`config.mk`:
```
export PLATFORM = sky130hd
export DESIGN_NAME = prog_loader_flat
export DESIGN_NICKNAME = d
export VERILOG_FILES = /design/src/rtl/prog_loader_if.sv /design/src/rtl/prog_loader.sv /design/src/flat_wrapper.sv
export SDC_FILE = /design/constraint.sdc
export NUM_CORES = 1
export LEC_CHECK = 0
export BUFFER_PORTS_ARGS = -buffer_cell sky130_fd_sc_hd__buf_2
export CAP_MARGIN = 15
export CORE_MARGIN = 2
export CORE_UTILIZATION = 57
export CTS_CLUSTER_DIAMETER = 120
export CTS_CLUSTER_SIZE = 24
export DETAILED_ROUTE_END_ITERATION = 8
export PLACE_DENSITY = 0.84
export SLEW_MARGIN = 20
export SYNTH_ARGS = -nofsm -noshare
export SYNTH_HDL_FRONTEND = slang
export SYNTH_SLANG_ARGS = --single-unit
```
`constraint.sdc`:
```
create_clock -name clk -period 6.5 [get_ports clk]
set_clock_uncertainty 0.1 [all_clocks]
set_input_delay 0.325 -clock clk [delete_from_list [all_inputs] [get_ports clk]]
set_output_delay 0.325 -clock clk [all_outputs]
set_load 0.02 [all_outputs]
```
`src/rtl/prog_loader_if.sv`:
```
// prog_loader_if: groups the start/stream/memory/cpu-control signals of the
// program loader. master = loader side, slave = environment (cpu memories,
// stream source and dump consumer).
interface prog_loader_if #(
  parameter int DATA_W = 32
);
  logic              start;
  logic              in_valid;
  logic              in_ready;
  logic [DATA_W-1:0] in_data;
  logic [31:0]       addr_ext;
  logic              wen_ext;
  logic [DATA_W-1:0] wdata_ext;
  logic [31:0]       addr_ext_2;
  logic              wen_ext_2;
  logic              ren_ext_2;
  logic [DATA_W-1:0] wdata_ext_2;
  logic [DATA_W-1:0] rdata_ext_2;
  logic              cpu_enable;
  logic              out_valid;
  logic              out_ready;
  logic [DATA_W-1:0] out_data;
  logic              busy;
  logic              done;
  logic              err;

  modport master (
    input  start, in_valid, in_data, rdata_ext_2, out_ready,
    output in_ready, addr_ext, wen_ext, wdata_ext, addr_ext_2, wen_ext_2,
           ren_ext_2, wdata_ext_2, cpu_enable, out_valid, out_data,
           busy, done, err
  );

  modport slave (
    output start, in_valid, in_data, rdata_ext_2, out_ready,
    input  in_ready, addr_ext, wen_ext, wdata_ext, addr_ext_2, wen_ext_2,
           ren_ext_2, wdata_ext_2, cpu_enable, out_valid, out_data,
           busy, done, err
  );
endinterface

```
`src/rtl/prog_loader.sv`:
```
// prog_loader: boot/test sequencer in front of the cpu. Loads a program image
// from a word stream into imem/dmem, enables the cpu for a programmed number
// of cycles, then dumps dmem back out on the output stream.
// Optional build macro PROG_LOADER_CHECKSUM_EN: a trailer word after the image
// must equal the modulo-2^32 sum of all loaded words, otherwise err and abort.
//
// state   | meaning
// IDLE    | waiting for start
// HDR0    | accept {imem_cnt, dmem_cnt}
// HDR1    | accept run_cycles
// LD_IMEM | stream words into imem
// LD_DMEM | stream words into dmem
// CHK     | accept checksum trailer (checksum build only)
// RUN     | cpu_enable high, run counter counting down
// DUMP    | read dmem word by word and present it on the output stream
module prog_loader #(
  parameter int DATA_W     = 32,
  parameter int IMEM_DEPTH = 512,
  parameter int DMEM_DEPTH = 1024,
  parameter int ADDR_STEP  = 4
) (
  input logic            clk,
  input logic            arst_n,
  prog_loader_if.master  bus
);
  typedef enum logic [2:0] {
    IDLE, HDR0, HDR1, LD_IMEM, LD_DMEM, CHK, RUN, DUMP
  } state_t;

  state_t      state, nxt, load_end;
  logic [15:0] imem_cnt, dmem_cnt, idx;
  logic [31:0] run_cnt;
  logic [31:0] idx_addr;
  logic        rd_pend;
  logic        in_hs, out_hs, hdr_bad;
`ifdef PROG_LOADER_CHECKSUM_EN
  logic [31:0] sum;
`endif

  function automatic state_t after_run(input logic [15:0] dcnt);
    return (dcnt != 16'd0) ? DUMP : IDLE;
  endfunction

  function automatic state_t exec_state(input logic [31:0] run, input logic [15:0] dcnt);
    return (run != 32'd0) ? RUN : after_run(dcnt);
  endfunction

  assign in_hs    = bus.in_valid && bus.in_ready;
  assign out_hs   = bus.out_valid && bus.out_ready;
  assign idx_addr = 32'(idx) * 32'(ADDR_STEP);
  assign hdr_bad  = ({16'd0, bus.in_data[31:16]} > 32'(IMEM_DEPTH)) ||
                    ({16'd0, bus.in_data[15:0]} > 32'(DMEM_DEPTH));

  // Stream-side and memory-side strobes decoded from state and handshake.
  always_comb begin
    bus.in_ready = (state == HDR0) || (state == HDR1) ||
                   (state == LD_IMEM) || (state == LD_DMEM);
`ifdef PROG_LOADER_CHECKSUM_EN
    if (state == CHK) bus.in_ready = 1'b1;
`endif
    bus.wen_ext     = (state == LD_IMEM) && in_hs;
    bus.addr_ext    = bus.wen_ext ? idx_addr : 32'd0;
    bus.wdata_ext   = bus.wen_ext ? bus.in_data : '0;
    bus.wen_ext_2   = (state == LD_DMEM) && in_hs;
    // one read outstanding at most: wait for the held word to be taken
    bus.ren_ext_2   = (state == DUMP) && !rd_pend && !bus.out_valid;
    bus.addr_ext_2  = (bus.wen_ext_2 || bus.ren_ext_2) ? idx_addr : 32'd0;
    bus.wdata_ext_2 = bus.wen_ext_2 ? bus.in_data : '0;
    bus.cpu_enable  = (state == RUN);
    bus.busy        = (state != IDLE);
  end

  // Next-state decode; load_end is where the image load finishes.
  always_comb begin
`ifdef PROG_LOADER_CHECKSUM_EN
    load_end = CHK;
`else
    load_end = exec_state(run_cnt, dmem_cnt);
`endif
    nxt = state;
    case (state)
      IDLE:    if (bus.start) nxt = HDR0;
      HDR0:    if (in_hs) nxt = hdr_bad ? IDLE : HDR1;
      HDR1: begin
        if (in_hs) begin
          if (imem_cnt != 16'd0)      nxt = LD_IMEM;
          else if (dmem_cnt != 16'd0) nxt = LD_DMEM;
          else begin
`ifdef PROG_LOADER_CHECKSUM_EN
            nxt = CHK;
`else
            nxt = exec_state(bus.in_data[31:0], dmem_cnt);
`endif
          end
        end
      end
      LD_IMEM: if (in_hs && idx == imem_cnt - 16'd1)
                 nxt = (dmem_cnt != 16'd0) ? LD_DMEM : load_end;
      LD_DMEM: if (in_hs && idx == dmem_cnt - 16'd1) nxt = load_end;
      CHK: begin
`ifdef PROG_LOADER_CHECKSUM_EN
        if (in_hs) nxt = (bus.in_data[31:0] == sum) ? exec_state(run_cnt, dmem_cnt) : IDLE;
`else
        nxt = IDLE;
`endif
      end
      RUN:     if (run_cnt == 32'd1) nxt = after_run(dmem_cnt);
      DUMP:    if (out_hs && idx == dmem_cnt - 16'd1) nxt = IDLE;
      default: nxt = IDLE;
    endcase
  end

  // Sequencer state, counters and registered status/dump outputs.
  always_ff @(posedge clk or negedge arst_n) begin
    if (!arst_n) begin
      state         <= IDLE;
      imem_cnt      <= '0;
      dmem_cnt      <= '0;
      idx           <= '0;
      run_cnt       <= '0;
      rd_pend       <= 1'b0;
      bus.done      <= 1'b0;
      bus.err       <= 1'b0;
      bus.out_valid <= 1'b0;
      bus.out_data  <= '0;
`ifdef PROG_LOADER_CHECKSUM_EN
      sum           <= '0;
`endif
    end else begin
      state    <= nxt;
      bus.done <= (nxt == IDLE) && (state != IDLE);
      rd_pend  <= bus.ren_ext_2;
      if (nxt != state)
        idx <= '0;
      else if (bus.wen_ext || bus.wen_ext_2 || out_hs)
        idx <= idx + 16'd1;
`ifdef PROG_LOADER_CHECKSUM_EN
      if (bus.wen_ext || bus.wen_ext_2) sum <= sum + bus.in_data[31:0];
`endif
      case (state)
        IDLE: if (bus.start) begin
          bus.err <= 1'b0;
`ifdef PROG_LOADER_CHECKSUM_EN
          sum     <= '0;
`endif
        end
        HDR0: if (in_hs) begin
          imem_cnt <= bus.in_data[31:16];
          dmem_cnt <= bus.in_data[15:0];
          if (hdr_bad) bus.err <= 1'b1;
        end
        HDR1: if (in_hs) run_cnt <= bus.in_data[31:0];
`ifdef PROG_LOADER_CHECKSUM_EN
        CHK:  if (in_hs && bus.in_data[31:0] != sum) bus.err <= 1'b1;
`endif
        RUN:  run_cnt <= run_cnt - 32'd1;
        DUMP: begin
          if (rd_pend) begin
            bus.out_valid <= 1'b1;
            bus.out_data  <= bus.rdata_ext_2;
          end else if (out_hs) begin
            bus.out_valid <= 1'b0;
          end
        end
        default: ;
      endcase
    end
  end
endmodule

```
`src/flat_wrapper.sv`:
```
// flat-port wrapper written by rule: the top's interface ports become plain ports
module prog_loader_flat 
#(
  parameter int DATA_W     = 32,
  parameter int IMEM_DEPTH = 512,
  parameter int DMEM_DEPTH = 1024,
  parameter int ADDR_STEP  = 4
)
  (clk, arst_n, bus_start, bus_in_valid, bus_in_data, bus_rdata_ext_2, bus_out_ready, bus_in_ready, bus_addr_ext, bus_wen_ext, bus_wdata_ext, bus_addr_ext_2, bus_wen_ext_2, bus_ren_ext_2, bus_wdata_ext_2, bus_cpu_enable, bus_out_valid, bus_out_data, bus_busy, bus_done, bus_err);
  prog_loader_if #(.DATA_W(DATA_W)) bus_i ();
  input logic clk;
  input logic arst_n;
  input wire logic [$bits(bus_i.start)-1:0] bus_start;
  input wire logic [$bits(bus_i.in_valid)-1:0] bus_in_valid;
  input wire logic [$bits(bus_i.in_data)-1:0] bus_in_data;
  input wire logic [$bits(bus_i.rdata_ext_2)-1:0] bus_rdata_ext_2;
  input wire logic [$bits(bus_i.out_ready)-1:0] bus_out_ready;
  output wire logic [$bits(bus_i.in_ready)-1:0] bus_in_ready;
  output wire logic [$bits(bus_i.addr_ext)-1:0] bus_addr_ext;
  output wire logic [$bits(bus_i.wen_ext)-1:0] bus_wen_ext;
  output wire logic [$bits(bus_i.wdata_ext)-1:0] bus_wdata_ext;
  output wire logic [$bits(bus_i.addr_ext_2)-1:0] bus_addr_ext_2;
  output wire logic [$bits(bus_i.wen_ext_2)-1:0] bus_wen_ext_2;
  output wire logic [$bits(bus_i.ren_ext_2)-1:0] bus_ren_ext_2;
  output wire logic [$bits(bus_i.wdata_ext_2)-1:0] bus_wdata_ext_2;
  output wire logic [$bits(bus_i.cpu_enable)-1:0] bus_cpu_enable;
  output wire logic [$bits(bus_i.out_valid)-1:0] bus_out_valid;
  output wire logic [$bits(bus_i.out_data)-1:0] bus_out_data;
  output wire logic [$bits(bus_i.busy)-1:0] bus_busy;
  output wire logic [$bits(bus_i.done)-1:0] bus_done;
  output wire logic [$bits(bus_i.err)-1:0] bus_err;
  assign bus_i.start = bus_start;
  assign bus_i.in_valid = bus_in_valid;
  assign bus_i.in_data = bus_in_data;
  assign bus_i.rdata_ext_2 = bus_rdata_ext_2;
  assign bus_i.out_ready = bus_out_ready;
  assign bus_in_ready = bus_i.in_ready;
  assign bus_addr_ext = bus_i.addr_ext;
  assign bus_wen_ext = bus_i.wen_ext;
  assign bus_wdata_ext = bus_i.wdata_ext;
  assign bus_addr_ext_2 = bus_i.addr_ext_2;
  assign bus_wen_ext_2 = bus_i.wen_ext_2;
  assign bus_ren_ext_2 = bus_i.ren_ext_2;
  assign bus_wdata_ext_2 = bus_i.wdata_ext_2;
  assign bus_cpu_enable = bus_i.cpu_enable;
  assign bus_out_valid = bus_i.out_valid;
  assign bus_out_data = bus_i.out_data;
  assign bus_busy = bus_i.busy;
  assign bus_done = bus_i.done;
  assign bus_err = bus_i.err;
  prog_loader #(.DATA_W(DATA_W), .IMEM_DEPTH(IMEM_DEPTH), .DMEM_DEPTH(DMEM_DEPTH), .ADDR_STEP(ADDR_STEP)) u_core (.clk(clk), .arst_n(arst_n), .bus(bus_i));
endmodule
```
# == Word-level counts from Yosys, hierarchy flattened ==
# Index checks and enable logic that the tools add are counted.
# op_classes
n_addsub,4
n_lt_le_gt_ge,2
eq_ne,15
mux,29
n_reduce_logical,35
# op_table
cell,count
32-bit two-way mux,3
32-bit one-hot mux with 2 select lines,1
32-bit nonzero test,2
3-bit two-way mux,13
18-bit two-way mux,2
16-bit equality test,2
"32-bit by 1-bit equality test with 1-bit output, second input constant",1
16-bit two-way mux,2
16-bit nonzero test,2
"16-bit by 1-bit subtractor with 16-bit output, second input constant",2
"32-bit by 1-bit subtractor with 32-bit output, second input constant",1
3-bit one-hot mux with 8 select lines,1
"16-bit by 1-bit adder with 16-bit output, second input constant",1
"16-bit by 10-bit greater-than comparator with 1-bit output, second input constant",1
"16-bit by 11-bit greater-than comparator with 1-bit output, second input constant",1
"3-bit equality test, second input constant",4
1-bit logical AND,10
2-bit AND reduction,4
2-bit nonzero test,4
1-bit logical OR,7
"3-bit by 2-bit equality test with 1-bit output, second input constant",2
3-bit logical NOT,2
"2-bit by 1-bit inequality test with 1-bit output, second input constant",3
1-bit two-way mux,5
other kinds (8),9
# totals
ff_bits,119
inputBits,69
output_inout_bits,169
wordCells,95

# == Logic depth before layout (Yosys ltp) ==
# Gate-level depths: netlist of run 1.
# logic_depth
ltp_word,10
ltp_mapped,12
ltp_nobuf,10

# == Least setup slack after synthesis of run 1 ==
# Ideal clock, no wire load.
# synth_timing
path_type,register -> register
startpoint,reg u_core.dmem_cnt[4]
endpoint,reg u_core.idx[6]
setup_ps,123
t_arrival_ps,3093
required_time_ps,6277
slack_ps,3184
stages_incl_launch_ff,11
n_path_buf,2
synth_period_minus_slack_ps,3316
path_cell_list,dfrtp_1 > or4_1 > buf_2 > or4_4 > a2111oi_4 > o2111ai_2 > o41ai_2 > nand2_1 > o221ai_4 > buf_12 > nor3_2
# synth_via
elab_chain_cells,8
elab_cells_between_ends,19
classes_between,add/sub: 1; eq/ne: 2; mux: 12; reduce/logical: 4
# synth_lines
element,line_no,rtl
"start, declared",prog_loader.sv:31,"logic [15:0] imem_cnt, dmem_cnt, idx;"
"start signal, assigned",prog_loader.sv:149,dmem_cnt <= bus.in_data[15:0];
branches (longest 5 deep; another with 16-bit by 1-bit subtractor with 16-bit output),n/a,
3-bit one-hot mux with 8 select lines *,prog_loader.sv:81,case (state)
3-bit inequality test *,prog_loader.sv:133,if (nxt != state)
16-bit two-way mux / 2-bit nonzero test (equally long branches),n/a,
"end signal, assigned",prog_loader.sv:136,idx <= idx + 16'd1;
"end, declared",prog_loader.sv:31,
# Mark *: on every way between the ends.
# A chain may end at the register's enable or synchronous reset.

# == Final worst setup path of run 1 ==
# layout_timing
startpoint,reg u_core.imem_cnt[0]
endpoint,reg u_core.idx[7]
# layout_via
elab_chain_cells,7
elab_cells_between_ends,11
classes_between,add/sub: 1; eq/ne: 2; mux: 5; reduce/logical: 3
# layout_lines
element,line_no,rtl
"start, declared",prog_loader.sv:31,
"start signal, assigned",prog_loader.sv:148,imem_cnt <= bus.in_data[31:16];
16-bit by 1-bit subtractor with 16-bit output,prog_loader.sv:97,LD_IMEM: if (in_hs && idx == imem_cnt - 16'd1)
16-bit equality test,prog_loader.sv:97,
1-bit logical AND,prog_loader.sv:97,
3-bit two-way mux,prog_loader.sv:97,
3-bit one-hot mux with 8 select lines *,prog_loader.sv:81,
3-bit inequality test *,prog_loader.sv:133,
16-bit two-way mux / 2-bit nonzero test (equally long branches),n/a,
# Every way passes the cells marked *; elsewhere a longest branch is shown, timed or not.

==> results of run 1 <==
cells by family (layout without fill, tap and decap cells):
logic type	count (synthesis)	count (layout)	share of synthesized area
AOI/OAI and AO/OA	128	128	0.119
xor gates and xnor gates	49	49	0.0538
adders and majority gates	5	5	0.00784
buffers and inverters	106	263	0.0742
DFF	119	119	0.373
muxes	66	66	0.0923
other	1	32	0.000470
and+or+nand+nor	394	394	0.279
report_power, final:
part / switching (uW) / internal [uW] / leakage (uW)
combinational: 619 / 488 / 0.00273
clock: 343 / 609 / 0.000288
sequential: 349 / 973 / 0.00143
total: 1310 / 2070 / 0.00445
layout make-up:
type,count,area share
Tap cell,180,0.0237
Multi-Input combinational cell,674,0.478
Timing Repair Buffer,211,0.113
Clock buffer,19,0.0467
Inverter,20,0.00791
Clock inverter,13,0.0164
Sequential cell,119,0.314
per-layer routing:
layer  routed length (um)  vias to the layer above  GRT usage
li1                     -                     3434          -
met1                 9390                     3624      0.421
met2                11100                      409      0.495
met3                 2160                       76     0.0702
met4                  902                        0      0.164
met5                    0                        -          0
critical path: stages, from the launching register on:
cell     delay, ns
dfrtp_1       0.44
inv_1         0.10
ha_1          0.22
nor4b_1       0.73
nand2_1       0.17
or3_1         0.40
a22o_1        0.21
nor4_1        0.41
o22ai_1       0.21
nor2_2        0.71
nor3_1        0.15
final timing paths:
check | startpoint | end | slack (ns)
setup reg to reg | u_core.imem_cnt[0]$_DFFE_PN0P_ | u_core.idx[7]$_DFFE_PN0P_ | 2.48
min in group asynchronous | arst_n | u_core.bus.out_data[13]$_DFFE_PN0P_ | 0.51
setup / recovery | u_core.imem_cnt[0]$_DFFE_PN0P_ | u_core.idx[7]$_DFFE_PN0P_ | 2.48
hold reg to reg | u_core.rd_pend$_DFF_PN0_ | u_core.rd_pend$_DFF_PN0_ | 0.37
hold / removal | bus_rdata_ext_2[4] | u_core.bus.out_data[4]$_DFFE_PN0P_ | 0.03
max in group asynchronous | arst_n | u_core.dmem_cnt[3]$_DFFE_PN0P_ | 4.60
state kept, by name, indices dropped and copies added (netlist names), 3 cells and up:
signal,cells
u_core.bus.out_data,32
u_core.dmem_cnt,16
u_core.idx,16
u_core.imem_cnt,16
u_core.run_cnt,32
u_core.state,3
stage by stage:
| step | instances | util |
|---|---|---|
| finish | 1236 | 0.689 |
| global route | 1236 | 0.689 |
| CTS | 1236 | 0.689 |
| detailed placement | 1203 | 0.645 |
| global placement | 1203 | 0.645 |
| floorplan | 899 | - |
repair_timing:
item | in CTS | in global routing
hold buffers | 1 | 0
endpoints found under the hold margin | 70 | 0
setup buffers | 0 | 0
cell usage in the layout, fill, tap and decap left out, types with 15 or more instances in the layout:
| cell type | Yosys | final |
|---|---|---|
| a21oi_1 | 22 | 22 |
| and2_1 | 36 | 36 |
| and3_1 | 48 | 48 |
| buf_2 | 1 | 204 |
| clkbuf_16 | 0 | 17 |
| conb_1 | 1 | 32 |
| dfrtp_1 | 119 | 119 |
| inv_1 | 18 | 18 |
| mux2_2 | 60 | 60 |
| nand2_1 | 53 | 53 |
| nand3_1 | 20 | 20 |
| nand4_1 | 15 | 15 |
| nor2_1 | 68 | 67 |
| nor2b_1 | 19 | 19 |
| nor3_1 | 39 | 39 |
| nor4_1 | 19 | 18 |
| o21ai_0 | 29 | 29 |
| xnor2_1 | 31 | 31 |
| xor2_1 | 18 | 18 |
==> impl_metrics.csv, run 1 <==
group,metric,value,unit
run_status,status,"finished clean",
routing,dr.pass1.iters,5,
cts,cts.clk_slew.worst_paths,0.06,ns
yosys,ys_types,78,
sta,period_minus_slack,4.02,ns
placement,place_congestion,0.968,
cts,post_cts_resized,0,
yosys,yosysSeqAreaShare,0.373,
sta,final-setup-viol-count,0,
sta,worst_slack,2.48,ns
global_routing,grt_overflow_total,0,
routing,dr.first_iter.drc_count,690,
die,die_y,122,um
layout,num-fill-cells,1096,
global_routing,grt_start_max_net_pins,72,
sta,fmax,249,MHz
global_routing,grt_pass1_wl,36800,um
routing,wl_per_cell,19.0,um
yosys,yosys-top-cells-count,"dfrtp_1, nor2_1, mux2_2",
cts,cts_sinks,119,
cts,numCtsBuffers,17,
yosys,synth_cells,868,
power,p_per_area,356,nW/um2
sta,finalSetupTns,0,ns
cts,cts-root-buf,"clkbuf_16",
min_path,min_path_type,"input port to flip-flop",
die,die_area,15000,um2
critical_path,critical_path_required,6.66,ns
die,coreArea,13800,um2
min_path,min_path_cells,2,
placement,pre_cts_ws,2.60,ns
yosys,syn_area_per_cell,9.19,um2
critical_path,cp.arrival,4.18,ns
critical_path,worstSetupEndpointType,"flip-flop",
sta,slew_viol_final,0,
critical_path,crit_type,"flip-flop to flip-flop",
die,initial_utilization,0.579,
power,ir_worst_vdd,0.192,mV
critical_path,reg2regPathDepth,10,
layout,syn_to_final_growth,19.0,%
yosys,ys_ff_latch,119,
yosys,synth_edf_count,0,
yosys,yosysMostFrequentCell,"dfrtp_1",
placement,hpwlAfterDp,16700,um
die,ios,238,
layout,multi_input_area,4540,um2
sta,relSlewSlack,0.242,
global_routing,grt_pass1_vias,7132,
cts,clock_latency,0.43,ns
cts,clockBufferDepth,2,
power,power,3380,uW
layout,design_area,9490,um2
sta,hold_viol_final,0,
routing,wirelength,23500,um
layout,n_antenna_cell,0,
placement,io_buffers,205,
layout,final-seq-area,2980,um2
placement,place_area,8880,um2
sta,holdWs,0.0282,ns
sta,grt_setup_unrepaired,"no",
die,row_count,43,
yosys,synthTopCellsByArea,"dfrtp_1, mux2_2, and3_1, buf_4, xnor2_1",
global_routing,antenna_found_initial,0,
critical_path,cp_max_fo,16,
global_routing,grt_usage,0.319,
critical_path,critPathLaunchType,"flip-flop",
routing,viasPerCell,6.10,
yosys,async_flop_share,1.00,
sta,finalCritPeriodShare,0.618,
yosys,yosys_warnings,0,
cts,cts_tree,"done",
yosys,synthFlopType,"dfrtp_1",
cts,cts_max_level,4,
routing,dr_total_vias,7543,
yosys,synth.cell_area,7980,um2
routing,ant_nets,0,
flow_run,cap_violations,0,
layout,nets,1117,
die,dieWidth,122,um
layout,drive_gt1_frac,0.321,
yosys,synth_top_area_cell,"dfrtp_1",
power,leakage,0.00445,uW
sta,worst_pin_slew,1.11,ns
routing,drc,0,
yosys,yosys.area.top_type_share,0.373,
Note: power is estimated with default switching activity, not from simulation.
==> run 2, diff against run 1 <==
- ABC_AREA: not set -> 1
- CORE_UTILIZATION: 57 -> 48
- PLACE_DENSITY: 0.84 -> 0.75
- clock period: 6.5 -> 3.3 ns (I/O delays scaled with it)
==> run 2 against run 1 <==
- non-clock buffer count grew 49
- area after synthesis increased by 1.4%
- critical path depth down 2
- largest power group is now combinational cells
- largest cell class unchanged
- combinational power rose to 2.6 times the previous value
- wire length is 1.8% higher
==> impl_metrics.csv, run 2 <==
group,metric,value,unit
yosys,ys_types,49,
yosys,synth.cell_area,8090,um2
layout,n_antenna_cell,0,
flow_run,cap_violations,0,
routing,ant_nets,0,
cts,clockBufferDepth,2,
routing,wl_per_cell,14.7,um
yosys,synth_top_area_cell,"dfrtp_1",
die,die_area,17900,um2
sta,relSlewSlack,0.279,
global_routing,grt_pass1_vias,7843,
yosys,syn_area_per_cell,7.06,um2
sta,fmax,346,MHz
yosys,async_flop_share,1.00,
yosys,yosys.area.top_type_share,0.368,
sta,worst_pin_slew,1.08,ns
global_routing,grt_start_max_net_pins,65,
die,dieWidth,134,um
sta,period_minus_slack,2.89,ns
routing,viasPerCell,5.04,
sta,final-setup-viol-count,0,
power,leakage,0.00545,uW
cts,cts_tree,"done",
cts,post_cts_resized,0,
routing,dr.pass1.iters,5,
run_status,status,"finished clean",
cts,numCtsBuffers,17,
sta,finalCritPeriodShare,0.875,
yosys,yosysSeqAreaShare,0.368,
layout,num-fill-cells,1466,
cts,clock_latency,0.42,ns
die,coreArea,16500,um2
min_path,min_path_type,"input port to flip-flop",
cts,cts.clk_slew.worst_paths,0.06,ns
layout,top_regs,"u_core.bus.out_data (32), u_core.run_cnt (32)",
power,ir_worst_vdd,0.456,mV
critical_path,cp_max_fo,26,
routing,drc,0,
yosys,synth_edf_count,0,
critical_path,r2r_setup_slack,0.45,ns
sta,holdWs,0.00312,ns
die,initial_utilization,0.489,
yosys,synthTopCellsByArea,"dfrtp_1, nand2_1, nor2_1, inv_1, xor2_1",
critical_path,critPathLaunchType,"flip-flop",
layout,nets,1464,
critical_path,critPathLaunch,"u_core.state[0]$_DFF_PN0_",
layout,layout_common_cells,"nand2_1, nor2_1, buf_2",
yosys,yosysMostFrequentCell,"nand2_1",
die,die_y,134,um
global_routing,grt_pass1_wl,38700,um
die,ios,238,
global_routing,grt_usage,0.273,
global_routing,antenna_found_initial,0,
sta,grt_setup_unrepaired,"no",
placement,place_congestion,0.933,
critical_path,crit_type,"flip-flop to output port",
cts,cts_sinks,119,
sta,hold_viol_final,0,
routing,dr_total_vias,8181,
yosys,yosys-top-cells-count,"nand2_1, nor2_1, inv_1",
layout,syn_to_final_growth,27.3,%
critical_path,cp.arrival,2.62,ns
layout,final_common_cell,"nand2_1",
die,row_count,47,
yosys,synthFlopType,"dfrtp_1",
yosys,yosys_warnings,0,
critical_path,worstSetupEndpointType,"output port",
critical_path,rr_startpoint,"u_core.run_cnt[0]$_DFFE_PN0P_",
power,p_per_area,705,nW/um2
cts,postCtsSetupBuffers,0,
layout,drive_gt1_frac,0.230,
min_path,min-delay-start,"bus_in_data[31]",
routing,wirelength,23900,um
placement,io_buffers,205,
global_routing,grt_overflow_total,0,
critical_path,critical_path_required,3.03,ns
cts,cts-root-buf,"clkbuf_16",
sta,slew_viol_final,0,
yosys,ys_ff_latch,119,
routing,dr.first_iter.drc_count,597,
sta,finalSetupTns,0,ns
yosys,synth_cells,1146,
cts,cts_max_level,4,
placement,hpwlAfterDp,17300,um
## run 2: power breakdown
part / switching [uW] / leakage [uW] / internal, uW
registers: 469 / 0.00147 / 1890
clock network: 685 / 0.000304 / 1300
logic: 1890 / 0.00367 / 1020
## run 2: area by class of cell
class / instances / area (um2) / share of cell area
repair buffers: 260 / 1560 / 0.152
flip-flops and latches: 119 / 2980 / 0.289
clock inverters: 11 / 171 / 0.0167
well taps: 220 / 275 / 0.0267
multi-input cells: 847 / 4300 / 0.418
clock buffers: 21 / 460 / 0.0447
inverters: 145 / 544 / 0.0529
## run 2: final timing paths
kind                                                       end  depth (start not counted)
setup / recovery                             bus_wdata_ext[29]                          8
hold / removal                 u_core.imem_cnt[15]$_DFFE_PN0P_                          3
setup reg to reg                     u_core.idx[8]$_DFFE_PN0P_                         16
hold reg to reg                       u_core.rd_pend$_DFF_PN0_                          1
max in group asynchronous  u_core.bus.out_data[22]$_DFFE_PN0P_                          3
min in group asynchronous       u_core.imem_cnt[6]$_DFFE_PN0P_                          2
## run 2: metrics by stage
step / util / worst slack [ns] / instance area [um2] / instances / power, uW
finish: 0.623 / 0.413 / 10300 / 1623 / 7250
global route: 0.623 / 0.106 / 10300 / 1623 / 7820
CTS: 0.623 / 0.451 / 10300 / 1623 / 7240
detailed placement: 0.558 / 0.527 / 9220 / 1547 / 5160
global placement: 0.558 / 0.584 / 9220 / 1547 / 5100
floorplan: - / 0.660 / 8200 / 1177 / 4510
## run 2: cell families (layout without fill, tap and decap cells)
family                     after synthesis  count (layout)  share of synthesized area
adders and majority gates                5               5                    0.00774
and+or+nand+nor                        609             609                      0.325
DFF                                    119             119                      0.368
AOI/OAI and AO/OA                      114             114                     0.0801
muxes                                   32              32                     0.0446
xor gates and xnor gates                55              55                     0.0596
other                                    1              32                   0.000464
buffers and inverters                  211             437                      0.115
## run 2: what timing repair did
| item | in CTS | in global routing |
|---|---|---|
| endpoints found under the setup margin | 0 | 0 |
| hold endpoints to repair | 98 | 0 |
| hold buffers | 44 | 0 |
## run 2: metal layers
layer | track usage | share of wire | up-vias
li1 | - | - | 4035
met1 | 0.356 | 0.43 | 3788
met2 | 0.461 | 0.49 | 309
met3 | 0.0476 | 0.058 | 49
met4 | 0.0898 | 0.021 | 0
met5 | 0 | 0 | -
## run 2: critical path: stages (launching register included)
cell	delay, ns
dfrtp_1	0.45
inv_1	0.13
nor3_1	0.27
inv_1	0.15
nor2_2	0.16
inv_1	0.36
buf_4	0.38
nor2_1	0.12
buf_2	0.17
